## src/rtl/serial_arbiter.sv

```systemverilog
// ============================================================================
// Module   : serial_arbiter
// Purpose  : Shares one UART transmitter between N byte-stream requesters.
//            Requesters are served round-robin. Each grant holds the channel
//            for a burst of at most LEN bytes. Bytes pass unmodified to the
//            transmitter's stb/rdy/dat port.
// Revision : 1.0 - initial release
//
// Parameters
//   N    number of requesters (2..16)
//   LEN  maximum bytes per grant before forced rotation (1..256)
//
// Ports
//   clk      in   system clock
//   rst      in   asynchronous reset, active-low
//   req_stb  in   [N]    per-requester byte valid
//   req_dat  in   [N*8]  per-requester byte, requester i on [8i+7:8i]
//   req_rdy  out  [N]    per-requester accept (only the granted one moves)
//   tx_stb   out         byte valid to transmitter
//   tx_dat   out  [8]    byte to transmitter
//   tx_rdy   in          transmitter ready
//   busy     out         a grant is active
//   gnt      out  [$clog2(N)]  current or last granted requester
//
// Optional feature (macro SERIAL_ARBITER_TAG_EN)
//   When defined, each grant first emits a header byte {4'hA, gnt} from
//   the TAG state. The header does not count toward LEN.
// ============================================================================
`default_nettype none

module serial_arbiter #(
  parameter int N   = 4,
  parameter int LEN = 16
) (
  input  logic                 clk,
  input  logic                 rst,
  input  logic [N-1:0]         req_stb,
  input  logic [N*8-1:0]       req_dat,
  output logic [N-1:0]         req_rdy,
  output logic                 tx_stb,
  output logic [7:0]           tx_dat,
  input  logic                 tx_rdy,
  output logic                 busy,
  output logic [$clog2(N)-1:0] gnt
);

  localparam int GW = $clog2(N);
  localparam int CW = $clog2(LEN + 1);
  localparam logic [CW-1:0] LEN_C  = CW'(LEN);
  localparam logic [GW-1:0] LAST_C = GW'(N - 1);

`ifdef SERIAL_ARBITER_TAG_EN
  typedef enum logic [1:0] {
    S_IDLE = 2'd0,
    S_TAG  = 2'd1,
    S_DATA = 2'd2
  } state_t;
`else
  typedef enum logic [1:0] {
    S_IDLE = 2'd0,
    S_DATA = 2'd2
  } state_t;
`endif

  state_t          state, state_nx;
  logic [GW-1:0]   gnt_nx;
  logic [GW-1:0]   ptr, ptr_nx;
  logic [CW-1:0]   count, count_nx;

  logic            sel_found;
  logic [GW-1:0]   sel_idx;
  logic [GW-1:0]   gnt_inc;

  // Round-robin search: walk from ptr upward with wrap. The loop runs
  // downward so the candidate closest to ptr is the last one assigned.
  always_comb begin
    sel_found = 1'b0;
    sel_idx   = '0;
    for (int i = N - 1; i >= 0; i--) begin
      if (req_stb[(int'(ptr) + i) % N]) begin
        sel_found = 1'b1;
        sel_idx   = GW'((int'(ptr) + i) % N);
      end
    end
  end

  // Modulo-N increment; N need not be a power of two.
  assign gnt_inc = (gnt == LAST_C) ? '0 : gnt + 1'b1;

  // State register. Outputs are decoded from state, so an asynchronous
  // reset drops tx_stb / req_rdy / busy without waiting for clk.
  always_ff @(posedge clk or negedge rst) begin
    if (!rst) begin
      state <= S_IDLE;
      gnt   <= '0;
      ptr   <= '0;
      count <= '0;
    end else begin
      state <= state_nx;
      gnt   <= gnt_nx;
      ptr   <= ptr_nx;
      count <= count_nx;
    end
  end

  always_comb begin
    state_nx = state;
    gnt_nx   = gnt;
    ptr_nx   = ptr;
    count_nx = count;
    tx_stb   = 1'b0;
    tx_dat   = 8'h00;
    req_rdy  = '0;
    busy     = (state != S_IDLE);

    case (state)
      S_IDLE: begin
        // Grant only; no byte moves in this cycle.
        if (sel_found) begin
          gnt_nx   = sel_idx;
          count_nx = '0;
`ifdef SERIAL_ARBITER_TAG_EN
          state_nx = S_TAG;
`else
          state_nx = S_DATA;
`endif
        end
      end

`ifdef SERIAL_ARBITER_TAG_EN
      S_TAG: begin
        tx_stb = 1'b1;
        tx_dat = {4'hA, 4'(gnt)};
        if (tx_rdy) begin
          state_nx = S_DATA;
        end
      end
`endif

      S_DATA: begin
        tx_stb       = req_stb[gnt];
        tx_dat       = req_dat[8*gnt +: 8];
        req_rdy[gnt] = tx_rdy;
        if (!req_stb[gnt]) begin
          // Requester dropped out: release the channel, nothing transferred.
          state_nx = S_IDLE;
          ptr_nx   = gnt_inc;
        end else if (tx_rdy) begin
          count_nx = count + 1'b1;
          if (count + 1'b1 == LEN_C) begin
            state_nx = S_IDLE;
            ptr_nx   = gnt_inc;
          end
        end
      end

      default: begin
        state_nx = S_IDLE;
      end
    endcase
  end

endmodule

`default_nettype wire
```

## config.mk

```make
export PLATFORM = sky130hd
export DESIGN_NAME = serial_arbiter
export DESIGN_NICKNAME = d
export VERILOG_FILES = /design/src/rtl/serial_arbiter.sv
export SDC_FILE = /design/constraint.sdc
export NUM_CORES = 1
export LEC_CHECK = 0
export CORE_ASPECT_RATIO = 1.25
export CORE_UTILIZATION = 25
export DETAILED_ROUTE_END_ITERATION = 10
export PLACE_DENSITY_LB_ADDON = 0.15
export SETUP_SLACK_MARGIN = 0.05
export SLEW_MARGIN = 25
export SYNTH_ARGS = -nofsm -noshare
export SYNTH_HDL_FRONTEND = slang
export SYNTH_SLANG_ARGS = --single-unit
```

## constraint.sdc

```tcl
create_clock -name clk -period 4 [get_ports clk]
set_input_delay 0.6 -clock clk [delete_from_list [all_inputs] [get_ports clk]]
set_output_delay 0.6 -clock clk [all_outputs]
set_load 0.01 [all_outputs]
```

==> summary.md, run 1 <==
| Metric | Value |
|---|---|
| Status | finished with violations |
| Failing checks | design-rule violations |
| Least-Margin Pin Slew | 727 ps |
| Final hold violation count | 0 |
| CP Class | in2out |
| Post-CTS Setup Bufs | 0 |
| Initial antenna violation count | 0 |
| Total number of vias | 958 |
| Root Driver | clkbuf_8 |
| CTS resizes | 0 |
| Min-Delay Path Class | reg2reg |
| Worst Skew | 4.25 ps |
| Met3 Track Usage GR | 3.66% |
| Gr usage total | 15.1% |
| CTS Buf Count | 3 |
| Mapped Nets | 139 |
| GRT busiest layer | met2 |
| Placer Congestion | 0.772 |
| Ys Warns | 0 |
| Number of port buffers | 54 |
| Post-Route Setup TNS | 0 ps |
| Ports | 55 |
| Detailed-route DRC error count | 6 |
| Cells after Synth | 95 |
| Core ar. | 0.00357 mm2 |
| Critical Path End Type | output port |
| Synth unique cells | 31 |
| Max_cap viols | 0 |
| Largest net degree at the start of global routing | 18 |
| Final Max Slew Viols | 0 |
| Post-synth EDFFs | 0 |
| Power Density | 578 mW/mm2 |
| FMAX | 332 MHz |
| Routing usage on met1 | 19.1% |
| Hold_buf cts | 0 |
| Sequential area share after synthesis | 26.1% |
| GRT overflow | 0 |
| Max Root-Sink Buffers | 2 |
| Period minus WS final | 3010 ps |
| Syn avg cell area | 10.1 um2 |
| Leak | 0.000632 uW |
| Worst-skew pair later-pin latency | 240 ps |
| # diodes | 0 |
| Die area | 0.00408 mm2 |
| Fin nets | 194 |
| Hold slack | 532 ps |
| Peak VDD IR | 283 uV |
| Die width | 57.3 um |
| Pre-antenna DRT Iters | 9 |
| Synth area leaders | dfrtp_1 (26%), mux4_2 (21%), and2_1 (6.5%), ha_1 (6.5%), nand2_1 (3.1%) |
| First-pass GRT wire length | 4830 um |
| Main synth FF type | dfrtp_1 |
| Die H | 71.2 um |
| Crit path max fanout | 7 |
| CTS sink count | 10 |
| Synth area leader | dfrtp_1 |
| Area added between synthesis and finish | 65.6% |
| Post-detail-place hpwl | 2240 um |
| Worst Path Arrival | 2410 ps |
| RSZ-0062 raised after global routing | no |
| Post-synth ARST share | 100% |
| Vias in the first global route | 1010 |
| Starting Density | 26.8% |
| Relative slew slack | 51.0% |
| WP data required | 3400 ps |
| Period Utilization, post-route | 75.3% |
| Share of layout cells above drive strength 1 | 11.4% |
| Drt wl/cell | 14.8 um |
| TritonCTS clock tree | done |
| Final wirelength | 2790 um |
| H-Tree Depth | 1 |
| Site Rows | 24 |
| Final antenna-violating net count | 0 |
| CP Launch Type | input pin |
| Vias/cell | 5.10 |
| Global routing usage on met2 | 25.2% |
| First-iteration detailed-routing DRC count | 33 |
| Area share of the largest cell type after synthesis | 26.1% |
| Number of synthesized register bits | 10 |
| Setup violators final | 0 |
| Area of the mapped netlist | 957 um2 |
| Power, Total | 916 uW |
| CTS clk-pin slew, worst paths | 50 ps |
[Yosys cell counts (2+ instances only)]
master     count
and3_1         4
xor2_1         2
o211ai_1       2
and2_1        10
o21ai_1        4
or3_1          2
o21a_1         2
clkbuf_1       3
nand3_1        5
nand2b_1       2
inv_1          4
dfrtp_1       10
nor3b_1        2
nor2_1         3
o2bb2ai_1      2
a21oi_1        3
mux4_2         9
ha_1           5
nand4b_1       2
nand2_1        8
[through the flow]
step | cell area, um2 | util, % | instances | setup slack [ps]
after floorplan | 957 | - | 95 | 1960
after global placement | 1530 | 42.8 | 184 | 1020
after detailed placement | 1530 | 42.8 | 184 | 1010
after CTS | 1590 | 44.4 | 188 | 983
after global routing | 1590 | 44.4 | 188 | 906
final | 1590 | 44.4 | 188 | 988
[per-layer routing]
metal	up-vias	wire [um]
li1	469	-
met1	454	1200
met2	31	1370
met3	4	168
met4	0	55
met5	-	0
[critical path, stage by stage]
cell             delay (ps)
clkdlybuf4s50_1         510
mux4_2                  600
and2_1                  220
clkdlybuf4s50_1         480
[registers in the layout (all words and copies together) (netlist names)]
register / count
state: 1
ptr: 2
count: 5
gnt: 2
[final timing paths]
kind,start,end,slack [ps],cells after the start
hold reg to reg,count[0],count[0],530,1
min in group asynchronous,rst,gnt[1],680,1
hold / removal,count[0],count[0],530,1
max in group asynchronous,rst,count[0],3010,1
setup reg to reg,gnt[1],count[2],1960,4
setup / recovery,req_stb[0],tx_stb,990,4
[kinds of logic (layout without fill, tap and decap cells)]
kind of cell / count (synthesis) / after routing / share of synthesized area, %
compound gates: 19 / 19 / 14.8
xor+xnor: 2 / 2 / 1.83
fa+ha+maj: 5 / 5 / 6.54
buf+inv: 9 / 63 / 3.66
flops: 10 / 10 / 26.1
mux: 10 / 10 / 22.2
simple gates: 40 / 40 / 24.8
[final cells by class]
type                    instances  area, um2
repair buffers                 54        541
multi-input cells              76        672
fillers                       356       1990
flip-flops and latches         10        250
well taps                      39       48.8
clock buffers                   4       55.1
inverters                       5       18.8
[layout by cell type, fill, tap and decap left out, drive strengths merged]
master,count
o211ai,2
inv,5
ha,5
nor3b,2
a211o,1
dfrtp,10
or3,2
nand2,8
nor2,3
and3,4
o22ai,1
nand2b,2
and2,11
clkbuf,4
a21oi,3
o2bb2ai,2
mux2i,1
o311a,1
o21ai,4
o2111ai,1
xor2,2
o21a,2
clkdlybuf4s50,54
o41ai,2
mux4,9
nand3,6
nand4b,2
[power by group]
| group | switching (uW) | total [uW] | internal, uW | leakage (uW) |
|---|---|---|---|---|
| Clock | 39.8 | 126 | 86.5 | 0.0000288 |
| Combinational | 207 | 550 | 342 | 0.000477 |
| Sequential | 107 | 240 | 134 | 0.000126 |
| Total | 354 | 916 | 563 | 0.000632 |
(Power assumes the default switching activity.)
==> run 2, diff against run 1 <==
==> constraint.sdc (replaced) <==
create_clock -name clk -period 2.7 [get_ports clk]
set_input_delay 0.405 -clock clk [delete_from_list [all_inputs] [get_ports clk]]
set_output_delay 0.405 -clock clk [all_outputs]
set_load 0.01 [all_outputs]
==> summary.md, run 2 (synthesis results as in run 1) <==
| Metric | Value |
|---|---|
| Status | finished with violations |
| Failing checks | design-rule violations |
| Detailed-route DRC error count | 6 |
| Pre-antenna DRT Iters | 10 |
| CTS Buf Count | 3 |
| Place WS | 181 ps |
| Combinational power share | 63.1% |
| Clk pwr share | 13.5% |
| Max Root-Sink Buffers | 2 |
| Site Rows | 24 |
| WP data required | 2300 ps |
| Die width | 57.3 um |
| Root Driver | clkbuf_8 |
| Relative slew slack | 66.0% |
| RSZ-0062 raised after global routing | no |
| Worst Skew | 1.75 ps |
| First-iteration detailed-routing DRC count | 35 |
| Total number of vias | 998 |
| Critical Path End Type | output port |
| Top layer reached by signal wires | met4 |
| Final hold violation count | 0 |
| Power, Total | 1390 uW |
| Gr usage total | 15.2% |
| TritonCTS clock tree | done |
| Post-CTS Setup Bufs | 0 |
| Layout Utilization | 45.2% |
| Max FFs per register | 5 |
| Setup violators final | 0 |
| CP Class | in2out |
| Core ar. | 0.00357 mm2 |
| Die area | 0.00408 mm2 |
| Post-Route Setup TNS | 0 ps |
| CP Launch Type | input pin |
| Hold slack | 491 ps |
| Share of layout cells above drive strength 1 | 14.4% |
| Vias in the first global route | 964 |
| Wire length on met1 | 1130 um |
| Worst-skew pair later-pin latency | 240 ps |
| First-pass GRT wire length | 4790 um |
| CTS clk-pin slew, worst paths | 50 ps |
| FMAX | 396 MHz |
| Final antenna-violating net count | 0 |
| Post-detail-place hpwl | 2200 um |
| Min-Delay Path Class | in2async |
| Period minus WS final | 2520 ps |
| Max_cap viols | 0 |
| Internal power | 864 uW |
| H-Tree Depth | 1 |
| Sw Ratio | 38.0% |
| Die H | 71.2 um |
| Starting Density | 26.8% |
| Met3 WL post-DR | 234 um |
| Ports | 55 |
| Largest register by flop count | count |
| Power Density | 862 mW/mm2 |
| Area added between synthesis and finish | 68.9% |
| Largest regs | count x5, gnt x2, ptr x2 |
| Reported net switching power | 530 uW |
| Vias/cell | 5.20 |
| Final Max Slew Viols | 0 |
| R2R cell count | 5 |
| Commonest non-fill, non-tap cells in the layout | clkdlybuf4s50_1 (54), and2_1 (10), mux4_2 (9), dfrtp_1 (9), nand2_1 (8) |
| Largest net degree at the start of global routing | 18 |
| Final wirelength | 2840 um |
| Crit path max fanout | 5 |
| Drt wl/cell | 14.8 um |
| CTS sink count | 10 |
| Period Utilization, post-route | 93.5% |
| # diodes | 0 |
| Worst Path Arrival | 2120 ps |
| Peak VDD IR | 333 uV |
| Part of the power in registers | 23.5% |
| Leak | 0.000650 uW |
| Placer Congestion | 0.771 |
| Fin nets | 198 |
| Initial antenna violation count | 0 |
| Final worst setup slack | 176 ps |
| Least-Margin Pin Slew | 510 ps |
| Routed wl met2 | 1410 um |
| GRT overflow | 0 |
| Number of port buffers | 54 |
| Most common cell after layout, fill and taps aside | clkdlybuf4s50_1 |
[run 2: area by class of cell]
class                   count  area (um2)
repair buffers             58         571
inverters                   5        18.8
clock buffers               4        55.1
fillers                   358        1960
flip-flops and latches     10         251
well taps                  39        48.8
multi-input cells          76         672
[run 2: final timing paths]
check / start / end / slack (ps)
worst max register to register: gnt[0] / count[2] / 900
worst max-delay path: req_stb[3] / tx_stb / 180
worst min-delay path: rst / ptr[0] / 490
max in group asynchronous: rst / gnt[0] / 1870
min in group clk: count[0] / count[0] / 530
worst min register to register: count[0] / count[0] / 530
[run 2: per-stage QoR]
| stage | instances | instance area [um2] |
|---|---|---|
| 3_3_place_gp | 188 | 1560 |
| 2_1_floorplan | 95 | 957 |
| 5_1_grt | 192 | 1620 |
| 6_report | 192 | 1620 |
| 4_1_cts | 192 | 1620 |
| 3_5_place_dp | 188 | 1560 |
[run 2: layer usage]
metal | up-vias | global-route usage [%]
li1 | 477 | -
met1 | 466 | 18.7
met2 | 48 | 25.6
met3 | 7 | 4.20
met4 | 0 | 4.61
met5 | - | 0
[run 2: critical path, stage by stage]
cell and delay [ps]:
clkdlybuf4s50_1 500, mux4_2 540, and2_1 190, clkdlybuf4s50_1 480
[run 2: power groups by stage]
stage / combinational [uW] / sequential [uW] / clock, uW
4_1_cts: 889 / 334 / 194
2_1_floorplan: 543 / 264 / 0
3_3_place_gp: 876 / 328 / 0
6_report: 879 / 327 / 188
3_5_place_dp: 887 / 333 / 0
5_1_grt: 954 / 349 / 204
[run 2: repair_timing]
item	in CTS	in global routing
hold buffers	0	0
gates resized for setup	1	0
setup endpoints to repair	8	0
==> run 3, diff against run 2 <==
--- a/config.mk
+++ b/config.mk
@@ -7,6 +7,7 @@
 export LEC_CHECK = 0
 export CORE_ASPECT_RATIO = 1.25
 export CORE_UTILIZATION = 25
+export CTS_CLUSTER_SIZE = 40
 export DETAILED_ROUTE_END_ITERATION = 10
 export PLACE_DENSITY_LB_ADDON = 0.15
 export SETUP_SLACK_MARGIN = 0.05
==> results of run 3 <==
No change in the layout: final DEF, timing and power equal those of run 2.
